--- src/rtl/rf_pkg.sv ---
// Shared definitions for the multi-port register file.
//   RF_DW / RF_PW / RF_NRD : default data width, pointer width, read-port count
//   clr_state_t            : bulk-clear sequencer states
package rf_pkg;

  localparam int RF_DW  = 8;
  localparam int RF_PW  = 4;
  localparam int RF_NRD = 2;

  typedef enum logic [1:0] {
    IDLE  = 2'd0,
    CLEAR = 2'd1,
    DONE  = 2'd2
  } clr_state_t;

endpackage

--- src/rtl/rf_clr_seq.sv ---
// Bulk-clear sequencer: sweeps a pointer across every register, one per clock.
// Ports:
//   clk, rst_n : clock, asynchronous active-low reset
//   clr_req    : start request, sampled only in IDLE
//   busy       : high while sweeping (state CLEAR)
//   done       : one-cycle pulse after the last register is cleared (state DONE)
//   clr_we     : write strobe to the array (zero the register at clr_addr)
//   clr_addr   : register being cleared this cycle
//   state_dbg  : current sequencer state, for observation
// Handshake: clr_req is a level sampled at a clock edge while idle; once taken,
// busy stays high for exactly 2**PW cycles, then done pulses for one cycle.
// Requests seen while busy or done are dropped, never queued.
module rf_clr_seq
  import rf_pkg::*;
#(
  parameter int PW = RF_PW
) (
  input  logic          clk,
  input  logic          rst_n,
  input  logic          clr_req,
  output logic          busy,
  output logic          done,
  output logic          clr_we,
  output logic [PW-1:0] clr_addr,
  output clr_state_t    state_dbg
);

  localparam logic [PW-1:0] PTR_MAX = {PW{1'b1}};

  clr_state_t    state;
  logic [PW-1:0] ptr;

  always_ff @(posedge clk or negedge rst_n) begin
    if (!rst_n) begin
      state <= IDLE;
      ptr   <= '0;
    end else begin
      case (state)
        IDLE: begin
          if (clr_req) begin
            state <= CLEAR;
            ptr   <= '0;
          end
        end
        CLEAR: begin
          ptr <= ptr + 1'b1;
          // Full-width compare on the last register; the wrap of ptr is harmless.
          if (ptr == PTR_MAX) state <= DONE;
        end
        DONE:    state <= IDLE;
        default: state <= IDLE;
      endcase
    end
  end

  assign busy      = (state == CLEAR);
  assign done      = (state == DONE);
  assign clr_we    = busy;
  assign clr_addr  = ptr;
  assign state_dbg = state;

endmodule

--- src/rtl/reg_file_mp.sv ---
// Parameterised register file with NRD combinational read ports, one write port,
// optional write-through bypass and a sequenced bulk clear.
// Ports:
//   clk, rst_n       : clock, asynchronous active-low reset (zeroes the array)
//   wr_en/wr_addr/dat_in : write port; ignored while the clear is sweeping
//   rd_addr[NRD]     : per-port read address
//   dat_out[NRD]     : per-port read data (0 cycle latency)
//   clr_req          : request a bulk clear of every register
//   clr_busy         : sweep in progress
//   clr_done         : one-cycle pulse when the sweep has finished
module reg_file_mp
  import rf_pkg::*;
#(
  parameter int DW     = RF_DW,
  parameter int PW     = RF_PW,
  parameter int NRD    = RF_NRD,
  parameter int BYPASS = 1
) (
  input  logic          clk,
  input  logic          rst_n,
  input  logic          wr_en,
  input  logic [PW-1:0] wr_addr,
  input  logic [DW-1:0] dat_in,
  input  logic [PW-1:0] rd_addr [NRD],
  output logic [DW-1:0] dat_out [NRD],
  input  logic          clr_req,
  output logic          clr_busy,
  output logic          clr_done
);

  localparam int DEPTH = 1 << PW;

  logic [DW-1:0] core [DEPTH];
  logic          clr_we;
  logic [PW-1:0] clr_addr;
  logic          wr_acc;
  clr_state_t    clr_state;

  rf_clr_seq #(.PW(PW)) u_clr_seq (
    .clk       (clk),
    .rst_n     (rst_n),
    .clr_req   (clr_req),
    .busy      (clr_busy),
    .done      (clr_done),
    .clr_we    (clr_we),
    .clr_addr  (clr_addr),
    .state_dbg (clr_state)
  );

  // The sweep owns the write port; a user write during it is dropped entirely
  // (neither stored nor forwarded).
  assign wr_acc = wr_en & ~clr_busy;

  always_ff @(posedge clk or negedge rst_n) begin
    if (!rst_n) begin
      for (int i = 0; i < DEPTH; i++) core[i] <= '0;
    end else if (clr_we) begin
      core[clr_addr] <= '0;
    end else if (wr_acc) begin
      core[wr_addr] <= dat_in;
    end
  end

  genvar p;
  generate
    for (p = 0; p < NRD; p++) begin : g_rd
      if (BYPASS != 0) begin : g_byp
        assign dat_out[p] = (wr_acc && (wr_addr == rd_addr[p])) ? dat_in
                                                                 : core[rd_addr[p]];
      end else begin : g_nobyp
        assign dat_out[p] = core[rd_addr[p]];
      end
    end
  endgenerate

endmodule

--- config.mk ---
export PLATFORM = sky130hd
export DESIGN_NAME = reg_file_mp
export DESIGN_NICKNAME = d
export VERILOG_FILES = /design/src/rtl/rf_pkg.sv /design/src/rtl/rf_clr_seq.sv /design/src/rtl/reg_file_mp.sv
export SDC_FILE = /design/constraint.sdc
export NUM_CORES = 1
export LEC_CHECK = 0
export CAP_MARGIN = 25
export CORE_ASPECT_RATIO = 0.7
export CORE_MARGIN = 3
export CORE_UTILIZATION = 55
export DETAILED_ROUTE_END_ITERATION = 10
export PLACE_DENSITY = 0.74
export SLEW_MARGIN = 20
export SYNTH_ARGS = -nofsm -noshare
export SYNTH_HDL_FRONTEND = slang
export SYNTH_SLANG_ARGS = --single-unit
--- constraint.sdc ---
create_clock -name clk -period 7.65 [get_ports clk]
set_clock_uncertainty 0.1 [all_clocks]
set_input_delay 2.295 -clock clk [delete_from_list [all_inputs] [get_ports clk]]
set_output_delay 2.295 -clock clk [all_outputs]
set_load 0.005 [all_outputs]
==> results of run 1 <==
[cell usage after synthesis, drive strengths merged]
cell	count	area share
nor4	2	0.0033
nand2	11	0.0055
a21oi	15	0.010
nand2b	5	0.0042
nor2b	3	0.0025
nand4b	2	0.0023
xor2	6	0.0070
nand3	11	0.0073
dfrtp	134	0.45
mux2	17	0.026
xnor2	2	0.0023
a22o	123	0.14
mux4	64	0.19
inv	4	0.0020
o21bai	1	0.0010
nor2	25	0.016
nor4b	1	0.0012
o21ai	9	0.0060
nand3b	4	0.0040
a41oi	1	0.0012
a21o	1	0.0010
and4b	2	0.0027
buf	26	0.018
clkbuf	24	0.012
nor3	9	0.0075
and2	1	0.00083
nand4	1	0.00083
mux2i	48	0.064
or4b	1	0.0018
ha	4	0.0067
or2	1	0.00083
and4	1	0.0012
[cell families (layout without fill, tap and decap cells)]
family          after synthesis  count (layout)
xor+xnor                      8               8
simple gates                 80              80
flops                       134             134
compound gates              150             150
fa+ha+maj                     4               4
mux                         129             129
buf+inv                      54             102
[metal layers]
layer  GRT usage  wire length (um)
met5           0                 0
met3       0.108              3170
met4      0.0969               590
met1       0.450              9150
met2       0.434              9850
[power groups by stage]
stage	registers, uW	clock network [uW]	logic [uW]
global route	1140	973	930
CTS	1110	939	849
global placement	1100	0	814
floorplan	1040	0	614
detailed placement	1120	0	840
finish	1120	939	872
[final cells by class]
type,count,area [um2]
clock inverters,11,195
well taps,185,231
multi-input cells,371,3930
repair buffers,66,637
inverters,4,15.0
clock buffers,21,480
fillers,955,4430
flip-flops and latches,134,3350
[through the flow]
stage	setup slack, ns	cells	cell area, um2
floorplan	1.44	559	7510
global placement	0.739	754	8120
detailed placement	0.734	754	8120
CTS	0.732	786	8790
global route	0.633	792	8840
finish	0.695	792	8840
[worst min path at each step]
stage,start,slack (ns),end
3_5_place_dp,core[116],0.40,core[116]
5_1_grt,core[60],0.43,core[60]
2_1_floorplan,core[119],0.38,core[119]
6_report,core[90],0.42,core[90]
3_3_place_gp,core[117],0.39,core[117]
4_1_cts,core[41],0.42,core[41]
[state kept, by name (all words and copies together), names as in the netlist]
signal               count
u_clr_seq.clr_addr       4
core                   128
u_clr_seq.state_dbg      2
[critical path: stages]
cell and delay (ns):
clkdlybuf4s50_1 0.50, buf_12 0.24, mux4_2 0.33, mux2i_1 0.32, mux2i_1 0.13, mux2_2 0.27, clkdlybuf4s50_1 0.46
==> results by group, run 1 <==
Outcome
  – Outcome: finished, final reports clean

Critical path
  – Crit. End Element: primary output
  – Flop2flop setup slack: approximately 5.0 ns
  – FF-to-FF Start: u_clr_seq.state_dbg[1]
  – Critical Path Source: rd_addr[3]
  – FF-to-FF End: core[103]
  – Startpoint types: input pin
  – Setup Crit Path Kind: input pin to primary output
  – Reg2reg path depth: 5
  – CP arrival: 4.56 ns
  – CP max FO: 33
  – CP required: between 5 and 6 ns
  – Worst setup path end: dat_out[7]

Global routing
  – GR Overflow Total: 0
  – Largest net degree at the start of global routing: 76
  – Global-route wire length before repair: ~35 mm
  – Antenna violations before repair: 0
  – Total Routing Usage GR: 0.307
  – Vias in the first global route: 5708

Pwr
  – P_leak: 0.00388 uW
  – Comb pwr share: 0.298
  – Worst ir drop on vdd: 0.000215 V
  – Clock Power Share: 0.320
  – Total power: roughly 2900 uW
  – Net Sw Frac: 0.317
  – PwrDens: about 330 nW/um2
  – Sequential power share: 0.382
  – P_sw: 929 uW
  – Cell Int Power: between 2000 and 2500 uW

Logic synthesis
  – Post-synthesis cell type count: 38
  – Syn avg cell area: 13.4 um2
  – Main combinational cell family by area after synthesis: multiplexers
  – YS warnings: 0
  – Seq/Total Area, Yosys: 0.447
  – Netlist Area Pre-Place: approximately 7500 um2
  – Simple-gate area share of the yosys netlist: 0.0615
  – Seq cells post-synth: about 130
  – Cell count after synthesis: 559
  – Compound-cell area share of the yosys netlist: 0.163
  – Adder-Cell Fraction of Synth Area: 0.00667
  – Synth Area in XOR/XNOR: 0.00933
  – Mux cell area share after synthesis: 0.282
  – Synthesized Nets: approximately 590

Clock network
  – Post-CTS resize count: 0
  – Number of clock sinks: between 100 and 150
  – Total CTS buffers: 17
  – Hold Buf Count CTS: 0
  – Clock Path Buffers: 2
  – Root buffer cell: clkbuf_16
  – Worst-Skew Late Latency: about 0.42 ns
  – CTS tree: built
  – Post-CTS Setup Bufs: 0
  – Clock-pin slew on the worst setup and hold paths: about 0.060 ns
  – Maximum level of the CTS H-tree: 4

Finish
  – Commonest non-fill, non-tap cell in the layout: dfrtp_1
  – Commonest cells after routing, fill and taps aside: dfrtp_1, a22o_1, mux4_2
  – Final core occ: 0.666
  – Inserted Diodes: 0
  – Share of cells above drive strength 1: 0.250
  – Area grow syn2layout: 17.8%
  – Nets@finish: just over 600

Timing
  – Final setup violation count: 0
  – Final Slew Violations: 0
  – Hold Violations, Final: 0
  – Fin Hold WS: between 0.4 and 0.5 ns
  – RSZ-0062 raised after global routing: false
  – Final min period: between 6 and 7 ns
  – Fmax: 0.144 GHz
  – Period utilisation layout: 0.909
  – Setup_tns: 0 ns
  – Slew margin rel.: 0.293
  – Worst-margin pin slew: roughly 1.1 ns

Floorplan
  – Std cell rows: 35
  – CORE AREA: ~13000 um2
  – Die H: 104 um
  – Die Span X: 146 um
  – Die Area: roughly 15000 um2
  – Number of placed I/O pins: 42
  – Initial Utilization: 0.566

Route
  – Via density: 7.29
  – Detailed Route Iter0 Violations: 642
  – DRC: 0
  – Routed via count: a little under 6000
  – Antenna Nets Post-Route: 0
  – DR pass1 iterations: 5
  – Drt wl/cell: 28.7 um
  – Routed Wire Length: around 23 mm

Place
  – Gpl congestion: roughly 0.90
  – PortBufs: 41
  – DP Wirelength: 14.8 mm

Hold path
  – Hold Path Depth: 1
  – Hold WC Path Type: register to register

Run
  – # Max-Cap Violations: 0
Power figures use the tool's default switching activity.
==> inputs of run 2 (changes only) <==
CORE_ASPECT_RATIO = 0.8   (was 0.7)
==> run 2 against run 1 <==
  * Utilization is 0.69 points higher
  * Design area is 0.24% lower
  * Sequential share of layout area is 0.092 points higher
  * Final cell count is 0.38% lower
  * Critical endpoint is now dat_out[14]
  * Maximum frequency is 0.18% lower
  * Non-clock buffer count is 7 higher
  * Die area hardly changed
  * Combinational power is 2% lower
==> results by group, run 2 (same netlist as run 1, synthesis figures left out) <==
Critical path
  – CP required: 5.26 ns (about the same)
  – CP max FO: 19 (was 33)
  – Startpoint types: input pin (unchanged)
  – Crit. End Element: primary output (unchanged)
  – Setup Crit Path Kind: input pin to primary output (unchanged)
  – CP arrival: 4.57 ns (was 4.56 ns)

Global routing
  – Largest net degree at the start of global routing: 77 (was 76)
  – Antenna violations before repair: 1 (was 0)
  – Global-route wire length before repair: 35.5 mm (was 35.0 mm)
  – Vias in the first global route: 5903 (was 5708)
  – GR Overflow Total: 0 (unchanged)
  – Total Routing Usage GR: 0.316 (was 0.307)

Hold path
  – Hold WC Path Type: register to register (unchanged)

Clock network
  – Clock-pin slew on the worst setup and hold paths: 0.06 ns (about the same)
  – Post-CTS resize count: 0 (unchanged)
  – Root buffer cell: clkbuf_16 (unchanged)
  – Post-CTS Setup Bufs: 0 (unchanged)
  – Worst-Skew Late Latency: 0.42 ns (about the same)
  – Clock Path Buffers: 2 (unchanged)
  – Maximum level of the CTS H-tree: 4 (unchanged)
  – Number of clock sinks: 134 (unchanged)
  – CTS tree: built (unchanged)
  – Total CTS buffers: 17 (unchanged)
  – Hold Buf Count CTS: 0 (unchanged)

Timing
  – RSZ-0062 raised after global routing: false (unchanged)
  – Period utilisation layout: 0.911 (was 0.909)
  – Fin Hold WS: 0.418 ns (was 0.420 ns)
  – Fmax: 0.144 GHz (about the same)
  – Final setup violation count: 0 (unchanged)
  – Slew margin rel.: 0.266 (was 0.293)
  – Final min period: 6.97 ns (was 6.96 ns)
  – Hold Violations, Final: 0 (unchanged)
  – Setup_tns: 0 ns (unchanged)
  – Worst-margin pin slew: 1.10 ns (was 1.06 ns)
  – Final Slew Violations: 0 (unchanged)
  – Final Worst Setup Slack: 0.682 ns (was 0.695 ns)

Floorplan
  – Die Area: 15100 um2 (about the same)
  – CORE AREA: 13100 um2 (was 13300 um2)
  – Initial Utilization: 0.573 (was 0.566)
  – Die Span X: 137 um (was 146 um)
  – Std cell rows: 37 (was 35)
  – Number of placed I/O pins: 42 (unchanged)
  – Die H: 110 um (was 104 um)

Finish
  – Top reg by flops: core (unchanged)
  – Area grow syn2layout: 17.5% (was 17.8%)
  – Commonest non-fill, non-tap cell in the layout: dfrtp_1 (unchanged)
  – Share of cells above drive strength 1: 0.256 (was 0.250)
  – Commonest cells after routing, fill and taps aside: dfrtp_1, a22o_1, mux4_2 (unchanged)
  – Design area: 8820 um2 (was 8840 um2)
  – Inserted Diodes: 0 (unchanged)
  – Max FFs per register: 128 (unchanged)
  – Layout fillers: 922 (was 955)
  – Sequential Area: 3350 um2 (unchanged)
  – Multi-input logic area: 3920 um2 (was 3930 um2)
  – Nets@finish: 629 (was 622)

Place
  – Dpl cell area: 8160 um2 (was 8120 um2)
  – PortBufs: 41 (unchanged)
  – Place WS: 0.716 ns (was 0.734 ns)
  – Gpl congestion: 0.919 (was 0.902)
  – DP Wirelength: 15.8 mm (was 14.8 mm)

Route
  – DR pass1 iterations: 5 (unchanged)
  – DRC: 0 (unchanged)
  – Via density: 7.27 (was 7.29)
  – Antenna Nets Post-Route: 0 (unchanged)
  – Detailed Route Iter0 Violations: 851 (was 642)
  – Routed via count: 5737 (was 5773)
  – Routed Wire Length: 22.7 mm (was 22.8 mm)
  – Drt wl/cell: 28.7 um (about the same)

Pwr
  – PwrDens: 324 nW/um2 (was 332 nW/um2)
  – Sequential power share: 0.399 (was 0.382)
  – P_leak: 0.00389 uW (was 0.00388 uW)
  – Worst ir drop on vdd: 0.000191 V (was 0.000215 V)
  – Clock Power Share: 0.301 (was 0.320)
  – Comb pwr share: 0.299 (was 0.298)
  – P_sw: 944 uW (was 929 uW)
  – Cell Int Power: 1910 uW (was 2000 uW)
  – Net Sw Frac: 0.331 (was 0.317)
  – Total power: 2850 uW (was 2930 uW)

Outcome
  – Outcome: finished, final reports clean (unchanged)

Run
  – # Max-Cap Violations: 0 (unchanged)
==> run 2: cell types whose count changed in the layout (fill, tap and decap cells not counted), moves of 2 or more <==
cell	delta
clkbuf_8	-3
nor3_1	+2
clkbuf_4	-3
bufinv_16	-2
nor3_2	-2
clkinv_4	+2
inv_6	+3
buf_4	+12
==> run 2: worst paths after layout <==
| path | startpoint | to | slack [ns] | depth (start not counted) |
|---|---|---|---|---|
| worst max-delay path | rd_addr[7] | dat_out[14] | 0.68 | 7 |
| worst min-delay path | core[21] | core[21] | 0.42 | 1 |
| worst max register to register | u_clr_seq.state_dbg[0] | core[96] | 4.90 | 5 |
| worst min register to register | core[21] | core[21] | 0.42 | 1 |
| max in group asynchronous | rst_n | core[122] | 4.75 | 2 |
| min in group asynchronous | rst_n | core[110] | 1.64 | 1 |
==> run 2: power by group through the flow <==
| stage | combinational, uW | sequential, uW | clock, uW |
|---|---|---|---|
| 2_1_floorplan | 614 | 1040 | 0 |
| 3_3_place_gp | 813 | 1120 | 0 |
| 3_5_place_dp | 837 | 1130 | 0 |
| 4_1_cts | 845 | 1130 | 860 |
| 5_1_grt | 917 | 1160 | 890 |
| 6_report | 854 | 1140 | 860 |
==> run 2: area by class of cell <==
class                   count  area share
inverters                   4     0.00170
well taps                 175      0.0248
clock buffers              19      0.0502
flip-flops and latches    134       0.380
clock inverters            13      0.0194
repair buffers             73      0.0789
multi-input cells         371       0.445
==> run 2: per-layer routing <==
metal  vias up  wire length (um)  share of wire  GRT usage
li1       2315                 -              -          -
met1      2973              9120           0.40      0.452
met2       400             10400           0.46      0.456
met3        45              2700           0.12      0.119
met4         4               448          0.020     0.0887
met5         -                53         0.0023          0
==> run 2: worst max-delay path, stage by stage <==
cell and delay [ns]:
clkdlybuf4s50_1 0.50, buf_4 0.31, mux4_2 0.37, mux2i_1 0.23, mux2i_1 0.13, mux2_2 0.28, clkdlybuf4s50_1 0.44
==> run 2: through the flow <==
stage / cells / util
final: 789 / 0.673
after detailed placement: 755 / 0.623
after global placement: 755 / 0.623
after CTS: 787 / 0.670
after floorplan: 559 / -
after global routing: 789 / 0.673
==> inputs of run 3 (changes only) <==
CTS_BUF_LIST = sky130_fd_sc_hd__clkbuf_4 sky130_fd_sc_hd__clkbuf_8   (was default)
==> run 3 against run 2 <==
  * Power fell by 7.6%
  * Clock power down 25%
  * Flip-flop and latch count is the same
  * Largest cell class unchanged
==> results by group, run 3 (same netlist as run 1, synthesis figures left out) <==
Place
  – DP Wirelength: 15.8 mm (unchanged)
  – Gpl congestion: 0.919 (unchanged)
  – Place WS: 0.716 ns (unchanged)
  – PortBufs: 41 (unchanged)

Timing
  – Worst-margin pin slew: 1.10 ns (about the same)
  – RSZ-0062 raised after global routing: false (unchanged)
  – Setup_tns: 0 ns (unchanged)
  – Final Slew Violations: 0 (unchanged)
  – Final setup violation count: 0 (unchanged)
  – Slew margin rel.: 0.266 (about the same)
  – Final min period: 6.96 ns (was 6.97 ns)
  – Final Worst Setup Slack: 0.686 ns (was 0.682 ns)
  – Hold Violations, Final: 0 (unchanged)
  – Period utilisation layout: 0.910 (was 0.911)
  – Fmax: 0.144 GHz (about the same)

Finish
  – Layout fillers: 948 (was 922)
  – Top reg by flops: core (unchanged)
  – Multi-input logic area: 3920 um2 (about the same)
  – Nets@finish: 629 (unchanged)
  – Sequential Area: 3350 um2 (unchanged)
  – Commonest non-fill, non-tap cell in the layout: dfrtp_1 (unchanged)
  – Max FFs per register: 128 (unchanged)
  – Final core occ: 0.658 (was 0.673)
  – Share of cells above drive strength 1: 0.256 (unchanged)
  – Area grow syn2layout: 14.9% (was 17.5%)
  – Inserted Diodes: 0 (unchanged)
  – Commonest cells after routing, fill and taps aside: dfrtp_1, a22o_1, mux4_2 (unchanged)

Clock network
  – Number of clock sinks: 134 (unchanged)
  – Hold Buf Count CTS: 0 (unchanged)
  – Total CTS buffers: 17 (unchanged)
  – CTS tree: built (unchanged)
  – Clock-pin slew on the worst setup and hold paths: 0.08 ns (was 0.06 ns)
  – Post-CTS resize count: 0 (unchanged)
  – Root buffer cell: clkbuf_8 (was clkbuf_16)
  – Maximum level of the CTS H-tree: 4 (unchanged)
  – Worst-Skew Late Latency: 0.45 ns (was 0.42 ns)
  – Post-CTS Setup Bufs: 0 (unchanged)
  – Clock Path Buffers: 2 (unchanged)

Critical path
  – CP required: 5.26 ns (about the same)
  – Flop2flop setup slack: 4.98 ns (was 4.90 ns)
  – Critical Path Source: rd_addr[7] (unchanged)
  – Setup Crit Path Kind: input pin to primary output (unchanged)
  – Startpoint types: input pin (unchanged)
  – Worst setup path end: dat_out[14] (unchanged)
  – Reg2reg path depth: 5 (unchanged)
  – FF-to-FF Start: u_clr_seq.state_dbg[0] (unchanged)
  – Crit. End Element: primary output (unchanged)
  – FF-to-FF End: core[106] (was core[96])
  – CP arrival: 4.57 ns (about the same)
  – CP max FO: 19 (unchanged)

Route
  – Detailed Route Iter0 Violations: 879 (was 851)
  – Routed Wire Length: 22.5 mm (was 22.7 mm)
  – Drt wl/cell: 28.5 um (was 28.7 um)
  – DRC: 0 (unchanged)
  – Routed via count: 5769 (was 5737)
  – Antenna Nets Post-Route: 0 (unchanged)
  – DR pass1 iterations: 8 (was 5)
  – Via density: 7.31 (was 7.27)

Global routing
  – Vias in the first global route: 5847 (was 5903)
  – Met1 Usage GRT: 0.450 (was 0.452)
  – GR peak layer: met2 (unchanged)
  – GR Util met2: 0.455 (was 0.456)
  – Met3 GRT Util: 0.111 (was 0.119)
  – Largest net degree at the start of global routing: 77 (unchanged)
  – Global-route wire length before repair: 35.1 mm (was 35.5 mm)
  – Antenna violations before repair: 0 (was 1)
  – GR Overflow Total: 0 (unchanged)
  – Total Routing Usage GR: 0.313 (was 0.316)

Floorplan
  – Initial Utilization: 0.573 (unchanged)
  – Std cell rows: 37 (unchanged)
  – Number of placed I/O pins: 42 (unchanged)
  – CORE AREA: 13100 um2 (unchanged)
  – Die H: 110 um (unchanged)
  – Die Span X: 137 um (unchanged)
  – Die Area: 15100 um2 (unchanged)

Pwr
  – Worst ir drop on vdd: 0.000201 V (was 0.000191 V)
  – P_leak: 0.00381 uW (was 0.00389 uW)
  – PwrDens: 306 nW/um2 (was 324 nW/um2)

Run
  – # Max-Cap Violations: 0 (unchanged)

Hold path
  – Hold WC Path Type: register to register (unchanged)

Outcome
  – Outcome: finished, final reports clean (unchanged)
==> run 3: worst min-delay path by stage <==
stage,start,end,slack (ns),depth (start not counted)
floorplan,core[119],core[119],0.38,1
global placement,core[11],core[11],0.39,1
detailed placement,core[103],core[103],0.40,1
CTS,core[42],core[42],0.42,1
global route,core[15],core[15],0.44,1
finish,core[42],core[42],0.42,1
==> run 3: report_power, final <==
part | leakage [uW] | total (uW) | switching, uW | internal, uW
logic | 0.00176 | 852 | 390 | 463
registers | 0.00183 | 1140 | 218 | 919
clock network | 0.000211 | 647 | 308 | 339
==> run 3: layout make-up <==
| type | count | area share |
|---|---|---|
| Clock buffer | 19 | 0.0296 |
| Tap cell | 175 | 0.0254 |
| Multi-Input combinational cell | 371 | 0.454 |
| Clock inverter | 13 | 0.0199 |
| Timing Repair Buffer | 73 | 0.0806 |
| Sequential cell | 134 | 0.389 |
| Inverter | 4 | 0.00174 |
==> run 3: critical path, stage by stage <==
cell             delay (ns)
clkdlybuf4s50_1        0.50
buf_4                  0.31
mux4_2                 0.37
mux2i_1                0.25
mux2i_1                0.11
mux2_2                 0.28
clkdlybuf4s50_1        0.44
==> run 3: metal layers <==
layer / vias to the layer above / part of all wire
met5: - / 0
met3: 48 / 0.12
li1: 2315 / -
met1: 2986 / 0.40
met4: 0 / 0.022
met2: 420 / 0.45
==> run 3: per-stage QoR <==
step	cell area (um2)	hold WS (ns)	total power (uW)	instances
floorplan	7510	0.377	1650	559
global placement	8160	0.394	1930	755
detailed placement	8160	0.401	1970	755
CTS	8590	0.425	2620	787
global route	8630	0.439	2750	789
finish	8630	0.423	2640	789
